[config.mk]
export PLATFORM = sky130hd
export DESIGN_NAME = modmul_arb
export DESIGN_NICKNAME = d
export VERILOG_FILES = /design/src/rtl/modmul_arb.sv
export SDC_FILE = /design/constraint.sdc
export NUM_CORES = 1
export LEC_CHECK = 0
export CORE_MARGIN = 2
export CORE_UTILIZATION = 34
export DETAILED_ROUTE_END_ITERATION = 10
export GPL_TIMING_DRIVEN = 0
export MAX_ROUTING_LAYER = met4
export PLACE_DENSITY = 0.88
export SYNTH_ARGS = -nofsm -noshare
export SYNTH_HDL_FRONTEND = slang
export SYNTH_SLANG_ARGS = --single-unit
[constraint.sdc]
create_clock -name clk -period 5.1 [get_ports clk]
set_input_delay 0.765 -clock clk [delete_from_list [all_inputs] [get_ports clk]]
set_output_delay 0.765 -clock clk [all_outputs]
set_load 0.05 [all_outputs]
[src/rtl/modmul_arb.sv]
// modmul_arb: round-robin front end for one shared pipelined Kyber
// modular multiplier, with a latency-matched tag pipeline and response port.
module modmul_arb #(
    parameter int N   = 4,
    parameter int IDW = 2,
    parameter int LAT = 3
) (
    input  logic              clk,
    input  logic              rst,
    input  logic [N-1:0]      req_valid,
    output logic [N-1:0]      req_ready,
    input  logic [12*N-1:0]   req_a,
    input  logic [12*N-1:0]   req_b,
    output logic [11:0]       mul_a,
    output logic [11:0]       mul_b,
    input  logic [11:0]       mul_r,
    output logic              rsp_valid,
    output logic [IDW-1:0]    rsp_id,
    output logic [11:0]       rsp_r,
    output logic              busy
);

    logic [IDW-1:0]           r_ptr;
    logic [LAT-1:0]           r_tag_v;
    logic [LAT-1:0][IDW-1:0]  r_tag_id;

    logic                     w_any;
    logic                     w_fire;
    logic [IDW-1:0]           w_gnt;

    // Pick the first valid requester scanning upward from the pointer.
    always_comb begin : grant_sel
        int k;
        w_any = 1'b0;
        w_gnt = '0;
        k     = 0;
        for (int j = N - 1; j >= 0; j--) begin
            k = int'(r_ptr) + j;
            if (k >= N) k = k - N;
            if (req_valid[k]) begin
                w_any = 1'b1;
                w_gnt = IDW'(k);
            end
        end
    end

    // No grant may be issued while reset is held.
    assign w_fire    = w_any & rst;
    assign req_ready = w_fire ? (N'(1) << w_gnt) : '0;
    assign mul_a     = w_fire ? req_a[12*int'(w_gnt) +: 12] : 12'd0;
    assign mul_b     = w_fire ? req_b[12*int'(w_gnt) +: 12] : 12'd0;

    // Advance the pointer past each winner and shift tags along with the multiplier.
    always_ff @(posedge clk or negedge rst) begin
        if (!rst) begin
            r_ptr    <= '0;
            r_tag_v  <= '0;
            r_tag_id <= '0;
        end else begin
            if (w_fire) begin
                r_ptr <= (w_gnt == IDW'(N - 1)) ? '0 : w_gnt + IDW'(1);
            end
            r_tag_v[0]  <= w_fire;
            r_tag_id[0] <= w_gnt;
            for (int s = 1; s < LAT; s++) begin
                r_tag_v[s]  <= r_tag_v[s-1];
                r_tag_id[s] <= r_tag_id[s-1];
            end
        end
    end

    // Capture the multiplier result when the last tag stage says it is ours.
    always_ff @(posedge clk or negedge rst) begin
        if (!rst) begin
            rsp_valid <= 1'b0;
            rsp_id    <= '0;
            rsp_r     <= '0;
        end else begin
            rsp_valid <= r_tag_v[LAT-1];
            if (r_tag_v[LAT-1]) begin
                rsp_id <= r_tag_id[LAT-1];
                rsp_r  <= mul_r;
            end
        end
    end

    assign busy = (|r_tag_v) | rsp_valid;

endmodule

After elaboration in Yosys (flattened, before gate mapping)
Cells that the tools add are included.
W data, S select, Z words.
Word-level totals
  register bits: 26
  ROM bits: 0
  bits of input ports: 114
  bits in latches: 0
  memories kept: 0
  memory bits (writable): 0
Operators by class
  bitwise gates (word level): 2
  div/mod/pow operators: 0
  multipliers: 1
  add/subtract/negate cells: 8
  shift operators: 3
  $lt $le $gt $ge: 8
  reductions and logical operators: 1
  eq/ne operators: 1
  muxes and demuxes: 28
Operators with widths (number)
  $lt A32 B4 Y1 const B: 4
  $mux W32: 4
  $shiftx A48 B32 Y12: 1
  $shiftx A48 B7 Y12: 1
  $mux W12: 2
  $mux W1: 12
  $sub A3 B3 Y4 const B: 3
  $mux W2: 5
  $ge A3 B3 Y1 const B: 3
  $bmux W1 S2: 4
  $add A2 B2 Y3 const B: 2
  $mul A2 B2 Y4 const A: 1
  $mux W4: 1
  $shl A1 B2 Y4 const A: 1
  $sub A2 B3 Y4 const B: 1
  $add A2 B1 Y3 const B: 1
  $ge A2 B3 Y1 const B: 1
  $reduce_or A3 Y1: 1
  $add A2 B1 Y2 const B: 1
  $eq A2 B2 Y1 const B: 1
  $and A1 B1 Y1: 1
  $or A1 B1 Y1: 1

Logic depth before layout (Yosys ltp)
Gate-level depths: netlist of the first run.
  depth in word-level cells: 13
  gate-level depth with buffers: 8
  mapped depth without buffers: 7

Least setup slack after synthesis of the first run
OpenSTA, ideal clock, no wires.
  kind: input to output
  from: in req_valid[2]
  to: out mul_b[2]
  arrival: 2.357 ns
  path slack: 1.978 ns
  required time: 4.335 ns
  stages: 5
  cells stage by stage: nor2b_1 -> a221oi_2 -> nand2_2 -> buf_6 -> o22ai_1
Between the ends
  word-level cells in the longest chain between the ends: 10
RTL lines
  start: declaration: line 10  | input logic [N-1:0] req_valid,
  $bmux W1 S2: line 40  | if (req_valid[k]) begin
  $mux W1 (implied by the code) (2 in series): line 40
  $mux W2 (3 in series): line 40
  $mux W2 *: line 40
  net w_gnt[0]: line 29  | logic [IDW-1:0] w_gnt;
  $mul A2 B2 Y4 *: line 51  | assign mul_b = w_fire ? req_b[12*int'(w_gnt) +: 12] : 12'd0;
  $shiftx A48 B7 Y12 *: line 51
  $mux W12 *: line 51
  end: declaration: line 15  | output logic [11:0] mul_b,
The timed path passes the listed nets; every way through them passes the cells marked *. The select of a mux whose other input is x is not followed.

Worst setup path after layout of the first run
  from: in rst
  to: out mul_b[8]
Between the ends
  word-level cells in the longest chain between the ends: 2
RTL lines
  start: declaration: line 9  | input logic rst,
  $and A1 B1 Y1: line 48  | assign w_fire = w_any & rst;
  net w_fire: line 28  | logic w_fire;
  $mux W12: line 51
The timed path passes the listed nets, and every way through them passes these cells.

==> results of run 1 <==
==> cell usage after synthesis, types with 2 or more instances <==
master                     number  share of area, %
sky130_fd_sc_hd__o22ai_1       24               8.7
sky130_fd_sc_hd__clkbuf_1       3              0.65
sky130_fd_sc_hd__a21oi_1        2              0.58
sky130_fd_sc_hd__buf_6          4               2.6
sky130_fd_sc_hd__inv_1          3              0.65
sky130_fd_sc_hd__and2_1         4               1.4
sky130_fd_sc_hd__ha_1           4               2.9
sky130_fd_sc_hd__nor2_1         2              0.43
sky130_fd_sc_hd__nand2_1        3              0.65
sky130_fd_sc_hd__mux2_2        14               9.1
sky130_fd_sc_hd__buf_2          5               1.4
sky130_fd_sc_hd__nand2_2        2              0.72
sky130_fd_sc_hd__dfrtp_1       26                38
sky130_fd_sc_hd__nor2b_1        2              0.72
sky130_fd_sc_hd__mux2i_1       48                28
==> sequential cells by signal (all words and copies together), names as in the netlist <==
signal	flops
rsp_r	12
r_tag_v	3
rsp_valid	1
rsp_id	2
r_ptr	2
r_tag_id	6
==> kinds of logic after synthesis <==
group,count (synthesis),share of synthesized area (%)
and+or+nand+nor,17,5.42
adders and majority gates,4,2.89
buffers and inverters,15,5.35
muxes,62,36.8
AOI/OAI and AO/OA,31,11.9
DFF,26,37.6
==> where the power goes <==
part	total (mW)	switching, mW	internal [mW]	leakage (nW)
sequential	0.266	0.0198	0.246	0.307
clock	0.127	0.0583	0.0688	0.0288
combinational	0.819	0.474	0.345	1.18
total	1.21	0.552	0.660	1.52
==> what timing repair did <==
action | CTS | global route
setup endpoints to repair | 0 | 3
resized for setup | 0 | 1
hold buffers | 0 | 0
==> cell type report <==
class | count | area (um2) | share of cell area [%]
Buffer | 12 | 81.3 | 2.36
Timing Repair Buffer | 157 | 1570 | 45.7
Sequential cell | 26 | 651 | 18.9
Multi-Input combinational cell | 114 | 988 | 28.7
Inverter | 3 | 11.3 | 0.327
Tap cell | 67 | 83.8 | 2.43
Clock buffer | 4 | 55.1 | 1.60
==> worst max path at each step <==
stage	startpoint	to	cells after the start
floorplan	req_valid[2]	mul_b[2]	5
global placement	rst	mul_b[8]	7
detailed placement	rst	mul_b[8]	7
CTS	rst	mul_b[8]	7
global route	rst	mul_b[8]	7
finish	rst	mul_b[8]	7
==> per-stage QoR <==
step	hold slack, ns	utilization, %
finish	0.356	71.5
global route	0.365	71.5
CTS	0.355	71.5
detailed placement	0.337	70.3
global placement	0.333	70.3
floorplan	0.331	-
==> critical path, delay by kind of cell <==
| kind | cells | cell delay (ns) |
|---|---|---|
| AO/OA/AOI/OAI | 2 | 0.45 |
| AND/OR/NAND/NOR | 1 | 0.20 |
| buffers and inverters | 4 | 2.19 |
==> routing by layer <==
layer	GRT usage, %	part of all wire, %	wire length, um
met1	24.2	37	2210
met3	4.23	7.2	430
met4	3.51	1.4	84
met2	38.4	54	3270
met5	-	0	0
==> results.toml, run 1 <==
[hold_path]
path_type_of_the_worst_min_delay_path = "flop to flop"
hold_path_end = "r_tag_id[5]"
min-delay-start = "r_tag_id[3]"
holdPathStages = 0

[power_and_ir_drop]
total_power_mw = 1.21
leakage_nw = 1.52
powerDensity_nw_per_um2 = 352
vdd_drop_max_v = 0.000207

[yosys]
synth_seq_area_share_pct = 37.6
synthCells = 155
number_of_storage_elements_in_the_synthesis_netlist = 26
syn_nets = 273
ys_async_sr_fraction_pct = 100
yosys_warnings = 0
synth_cell_type_count = 24
ys_dominant_reg_cell = "sky130_fd_sc_hd__dfrtp_1"
synth_edf_count = 0
mappedNetlistArea_um2 = 1730
syn_avg_cell_area_um2 = 11.2

[setup_path]
critical_path_required_ns = 4.34
path_max_fanout = 27
r2r-start = "r_ptr[0]"
worstPathCellList = "dlymetal6s2s_1, o41a_1, clkbuf_1, nand2_2, buf_6, o22ai_1, clkdlybuf4s50_1"
worst_path_largest_cell_delay_ns = 0.86
critPathLaunchType = "input pin"
regToRegSetupSlack_ns = 3.29
reg2reg_depth = 8
critPathKind = "input pin to output port"
cp_slowest_cell = "sky130_fd_sc_hd__clkdlybuf4s50_1"
endpoint_kind = "output port"
worst_ep_arrival_time_ns = 3.61
r2r-end = "r_ptr[1]"

[cells_and_area]
finalInstanceArea_um2 = 3440
final_cell_mix = "sky130_fd_sc_hd__clkdlybuf4s50_1 (156), sky130_fd_sc_hd__mux2i_1 (48), sky130_fd_sc_hd__dfrtp_1 (26)"
final_layout_size_suffix_gt1_share_pct = 9.49
most_common_cell_after_layout_fill_and_taps_aside = "sky130_fd_sc_hd__clkdlybuf4s50_1"
final.fill_count = 400
n_antenna_cell = 0
final_instance_count_without_filler_cells = 383
area.growth.synth_to_final_pct = 98.9
final_nets = 435

[cts]
cts_max_path_buffers = 2
clk_pin_slew_ns = 0.08
ctsHtreeMaxLevel = 1
clk_latency_ns = 0.26
cts.sink_count = 26
inserted_clock_buffers = 3
tritoncts = "built"
root_buffer = "sky130_fd_sc_hd__clkbuf_8"
cts_setup_buffers = 0

[placed_design]
dpl.cell_count = 379
port_buffers = 157
dp_worst_setup_slack_ns = 0.280
hpwl_um = 5100
gp_congestion = 0.820
post_dp_cell_area_um2 = 3390

[run_status]
outcome = "finished, final reports clean"

[floorplan]
fp.dieH_um = 75.4
fp.dieArea_um2 = 5680
row_count = 25
initial_utilization_pct = 35.9
core_area_um2 = 4820
ios = 158
die_width_um = 75.4

[timing]
timing.final.ws_setup_ns = 0.722
finalCriticalPeriod_ns = 4.38
final_report_max_slew_violation_count = 0
timing.max_slew.rel_slack_pct = 27.0
worst_slew_pin_slew_ns = 1.09
unrepaired_setup_endpoints_after_global_routing = "false"
timing.final.hold_violations = 0
fin_worst_skew_ns = 0.00165
setup_total_negative_slack_ns = 0
setup_viol_count_final = 0
fin_crit_sh_pct = 85.8
clock.fmax_mhz = 228

[global_routing]
grt_antenna_before_repair = 0
grt_remaining_overflow = 0
maximum_number_of_pins_on_one_net_before_global_route_repair = 28
grt.total_usage_pct = 21.0
grt_pass1_wl_um = 8920
grt_pass1_vias = 1934

[route]
remaining_drc_errors = 0
first_pass_detailed_route_iteration_total = 4
routed-via-count = 1884
antenna_left = 0
totalWireLength_um = 5990
route.detailed.vias_per_inst = 4.92
detail_route.wl_per_cell_um = 15.7
drt_first_iter_violations = 83

[flow_run]
drv_cap = 0
Power figures use the tool's default switching activity.
==> inputs of run 2 (changes only) <==
Settings changed: RECOVER_POWER set to 100.
==> run 2 against run 1 <==
Net effect:
- sequential cell count stayed put
- critical endpoint unchanged
- non-clock buffer count stayed put
- critical path type unchanged
- critical path depth stayed put
- sequential power hardly changed
- clock power hardly changed
==> results.toml, run 2 (synthesized netlist as in run 1, its figures left out) <==
[cells_and_area]
final.fill_count = 403
layout.area.seq_um2 = 651
multi_input_comb_area_um2 = 980
final_core_util_pct = 71.3
largest_register_ff_count = 12
most_common_cell_after_layout_fill_and_taps_aside = "sky130_fd_sc_hd__clkdlybuf4s50_1"
final_layout_size_suffix_gt1_share_pct = 8.54
n_antenna_cell = 0
area.growth.synth_to_final_pct = 98.3
final_nets = 435
layout_top_registers = "rsp_r x12, r_tag_id x6, r_tag_v x3"
regMostFlops = "rsp_r"
final_cell_mix = "sky130_fd_sc_hd__clkdlybuf4s50_1 (107), sky130_fd_sc_hd__dlygate4sd3_1 (49), sky130_fd_sc_hd__mux2i_1 (48)"

[route]
first_pass_detailed_route_iteration_total = 4
detail_route.wl_per_cell_um = 15.5
route.detailed.vias_per_inst = 4.91
routed-via-count = 1879
totalWireLength_um = 5950
met3RoutedLength_um = 401
m1WireLength_um = 2190
remaining_drc_errors = 0
drt_first_iter_violations = 70
antenna_left = 0
highest_layer = "met4"
met2WireLength_um = 3270

[timing]
clock.fmax_mhz = 218
timing.max_slew.rel_slack_pct = 27.1
setup_viol_count_final = 0
unrepaired_setup_endpoints_after_global_routing = "false"
fin_worst_skew_ns = 0.00175
setup_total_negative_slack_ns = 0
fin_crit_sh_pct = 89.9
worst_slew_pin_slew_ns = 1.09
final_report_max_slew_violation_count = 0
timing.final.hold_violations = 0
finalCriticalPeriod_ns = 4.59

[setup_path]
regToRegSetupSlack_ns = 2.98
timing.critical_path.mode_cell = "sky130_fd_sc_hd__dlygate4sd3_1"
r2r-start = "r_ptr[0]"
worst_ep_arrival_time_ns = 3.82
endpoint_kind = "output port"
critPathLaunchType = "input pin"
worst_path_largest_cell_delay_ns = 0.91
worstPathCellList = "dlygate4sd3_1, o21bai_1, a221oi_1, nand2_1, buf_6, o22ai_1, dlygate4sd3_1"
r2r-end = "r_ptr[1]"
path_max_fanout = 10
reg2reg_depth = 8
cp_slowest_cell = "sky130_fd_sc_hd__dlygate4sd3_1"
critical_path_required_ns = 4.34
critPathKind = "input pin to output port"

[power_and_ir_drop]
powerDensity_nw_per_um2 = 342
leakage_nw = 1.58
vdd_drop_max_v = 0.000196

[global_routing]
grt_pass1_vias = 1934
grt_remaining_overflow = 0
maximum_number_of_pins_on_one_net_before_global_route_repair = 28
grt_antenna_before_repair = 0
grt.total_usage_pct = 21.0
grt_pass1_wl_um = 8920

[cts]
cts_max_path_buffers = 2
root_buffer = "sky130_fd_sc_hd__clkbuf_8"
tritoncts = "built"
ctsHtreeMaxLevel = 1
inserted_clock_buffers = 3
cts_setup_buffers = 0
clk_latency_ns = 0.26
cts.sink_count = 26
clk_pin_slew_ns = 0.08

[floorplan]
die_width_um = 75.4
initial_utilization_pct = 35.9
ios = 158
core_area_um2 = 4820
fp.dieArea_um2 = 5680
fp.dieH_um = 75.4
row_count = 25

[placed_design]
hpwl_um = 5100
port_buffers = 157
gp_congestion = 0.820

[hold_path]
hold_path_end = "r_tag_id[5]"
min-delay-start = "r_tag_id[3]"
path_type_of_the_worst_min_delay_path = "flop to flop"
holdPathStages = 0

[run_status]
outcome = "finished, final reports clean"

[flow_run]
drv_cap = 0
-- run 2: where the power goes --
| part | internal (mW) | switching (mW) | leakage (nW) | total [mW] |
|---|---|---|---|---|
| clock | 0.0687 | 0.0578 | 0.0288 | 0.127 |
| combinational | 0.316 | 0.469 | 1.24 | 0.785 |
| sequential | 0.246 | 0.0180 | 0.307 | 0.264 |
-- run 2: final cells by class --
cell class | instances | share of cell area, %
Timing Repair Buffer | 157 | 45.8
Multi-Input combinational cell | 114 | 28.5
Sequential cell | 26 | 18.9
Tap cell | 67 | 2.44
Buffer | 12 | 2.33
Clock buffer | 4 | 1.60
Inverter | 3 | 0.328
-- run 2: layer usage --
layer | up-vias | track usage [%]
met1 | 880 | 24.2
met4 | 0 | 3.51
met2 | 87 | 38.4
met3 | 6 | 4.23
met5 | - | -
li1 | 906 | -
-- run 2: worst max-delay path by stage --
stage | start | to | slack, ns | depth (start not counted)
finish | req_valid[3] | mul_b[8] | 0.51 | 7
global route | rst | mul_b[8] | 0.19 | 7
CTS | rst | mul_b[8] | 0.25 | 7
detailed placement | rst | mul_b[8] | 0.28 | 7
global placement | rst | mul_b[8] | 0.26 | 7
floorplan | req_valid[2] | mul_b[2] | 1.98 | 5
-- run 2: critical path: cells and delay by family --
family	cells	cell delay, ns
compound gates	3	0.89
buf+inv	3	1.78
simple gates	1	0.37
-- run 2: what timing repair did --
item                       4_1_cts  5_1_grt
resized for setup                0        1
setup endpoints to repair        0        3
hold buffers                     0        0
-- run 2: per-stage QoR --
step	worst slack [ns]	hold WS, ns	std cells	area [um2]	power, mW
after floorplan	1.98	0.331	155	1730	0.802
after global placement	0.265	0.333	379	3390	1.08
after detailed placement	0.280	0.337	379	3390	1.09
after CTS	0.248	0.355	383	3440	1.22
after global routing	0.187	0.365	383	3430	1.24
final	0.513	0.355	383	3430	1.18
==> inputs of run 3 (changes only) <==
Settings changed: SETUP_SLACK_MARGIN set to 0.02.
==> results of run 3 <==
No change in the layout: final DEF, timing and power equal those of run 2.
==> patch, RTL diff (flow settings as in run 3) <==
Set the parameter `N` to 6 (it was 4).
--- a/src/rtl/modmul_arb.sv
+++ b/src/rtl/modmul_arb.sv
@@ -1,7 +1,7 @@
 // modmul_arb: round-robin front end for one shared pipelined Kyber
 // modular multiplier, with a latency-matched tag pipeline and response port.
 module modmul_arb #(
-    parameter int N   = 4,
+    parameter int N   = 6,
     parameter int IDW = 2,
     parameter int LAT = 3
 ) (
Ports: changed (resized req_a, req_b, req_ready and req_valid); port bits go from 158 to 210. The function was not compared with the original's and may differ.
==> patch against run 3 <==
Area after synthesis up 25%; setup slack got worse by 0.15 ns; sequential cell count unchanged; design area up 9.6%; wire length is 26% higher; worst hold slack got worse by 0.0030 ns; highest routed layer unchanged.
Power is not compared: it rests on default switching activity, and its combinational part moved more than twofold at a synthesized area within 25%.
==> patch: results (changes against run 3) <==
Slew @ Worst Pin -> 1.11 ns (was 1.09 ns)
Met2 Resource Use GR -> 0.365 (was 0.384)
Placer Congestion -> 0.900 (was 0.820)
Layout cell share with drive strength beyond 1 -> 0.132 (was 0.0854)
Commonest cells in the netlist -> mux2i_1, dfrtp_1, mux2_2, o22ai_1, o22ai_2 (was mux2i_1, dfrtp_1, o22ai_1, mux2_2, buf_2)
Port Buffer Count -> 159 (was 157)
Vias in the first global route -> 2436 (was 1934)
Synth area leaders -> dfrtp_1, mux2i_1, mux2_2 (unchanged)
Outcome -> complete, no violations (unchanged)
Worst path top cell family by delay -> buffers and inverters (unchanged)
Skew-Pair Late Insertion Delay -> 0.26 ns (about the same)
Routing usage on met1 -> 0.252 (was 0.242)
Clk_skew -> 0.000841 ns (was 0.00175 ns)
Met3 usage -> 0.0356 (was 0.0423)
Maximum clock insertion buffer count -> 2 (unchanged)
Nets@finish -> 540 (was 435)
Mapped Cells -> 208 (was 155)
First-pass GRT wire length -> 11800 um (was 8920 um)
Initial DRC count -> 151 (was 70)
Yosys cell types -> 45 (was 24)
DPL Wire Length -> 6180 um (was 5100 um)
Total number of vias -> 2339 (was 1879)
Slowest CP cell -> clkdlybuf4s50_1 (was dlygate4sd3_1)
Final wirelength -> 7460 um (was 5950 um)
Seq/Total Area, Yosys -> 0.301 (was 0.376)
Lkg Pwr -> 0.00161 uW
N_diodes -> 0 (unchanged)
Slowest Stage Delay on Critical Path -> 0.83 ns (was 0.91 ns)
Finished Layout Cells -> 449 (was 383)
Aggregate global-route resource usage -> 0.210 (about the same)
[patch: cell types whose count changed after synthesis, sizes merged, moves of 5 or more]
cell and delta:
buf +7, mux2i +5, a21oi +5, nor2 +7, o21ai +8
[patch: layer usage]
layer,vias to the layer above,wire (um)
met4,0,146
met1,1085,2820
li1,1112,-
met2,130,3920
met5,-,0
met3,12,579
[patch: cell type report]
type,count,area [um2]
fillers,532,2480
repair buffers,159,1430
multi-input cells,159,1370
flip-flops and latches,26,651
plain buffers,19,128
well taps,77,96.3
clock buffers,3,41.3
clock inverters,1,30.0
inverters,5,18.8
[patch: final timing paths]
path / start / to / slack [ns] / depth (start not counted)
min reg2reg: r_tag_id[3]$_DFF_PN0_ / r_tag_id[5]$_DFF_PN0_ / 0.35 / 0
max: r_ptr[0]$_DFFE_PN0P_ / req_ready[1] / 0.37 / 14
min in group asynchronous: rst / rsp_r[2]$_DFFE_PN0P_ / 1.16 / 1
max reg2reg: r_ptr[0]$_DFFE_PN0P_ / r_ptr[1]$_DFFE_PN0P_ / 2.01 / 12
max in group asynchronous: rst / rsp_r[6]$_DFFE_PN0P_ / 3.28 / 1
min: r_tag_id[3]$_DFF_PN0_ / r_tag_id[5]$_DFF_PN0_ / 0.35 / 0
[patch: where the power goes]
group	total, uW	internal (uW)	leakage [uW]	switching (uW)
Clock	165	105	0.0000357	60.1
Combinational	2190	786	0.00126	1410
Sequential	294	265	0.000311	29.3
[patch: timing repair]
item / 4_1_cts / 5_1_grt
setup endpoints to repair: 0 / 26
resized for setup: 0 / 26
buffers inserted: 0 / 0
[patch: cells by family (layout without fill, tap and decap cells)]
kind of cell    count (synthesis)  after routing  synth area share
compound gates                 54             54             0.191
xor+xnor                        1              1           0.00405
fa+ha+maj                       4              4            0.0220
buf+inv                        24            187            0.0676
flops                          26             26             0.301
mux                            71             71             0.350
other cells                     1              2           0.00173
simple gates                   27             27            0.0630
[patch: stage by stage]
step | worst slack, ns | hold WS, ns | area (um2)
after floorplan | 0.874 | 0.331 | 2170
after global placement | 0.316 | 0.334 | 3860
after detailed placement | 0.257 | 0.335 | 3860
after CTS | 0.0637 | 0.354 | 3930
after global routing | 0.0574 | 0.367 | 3760
final | 0.366 | 0.352 | 3760
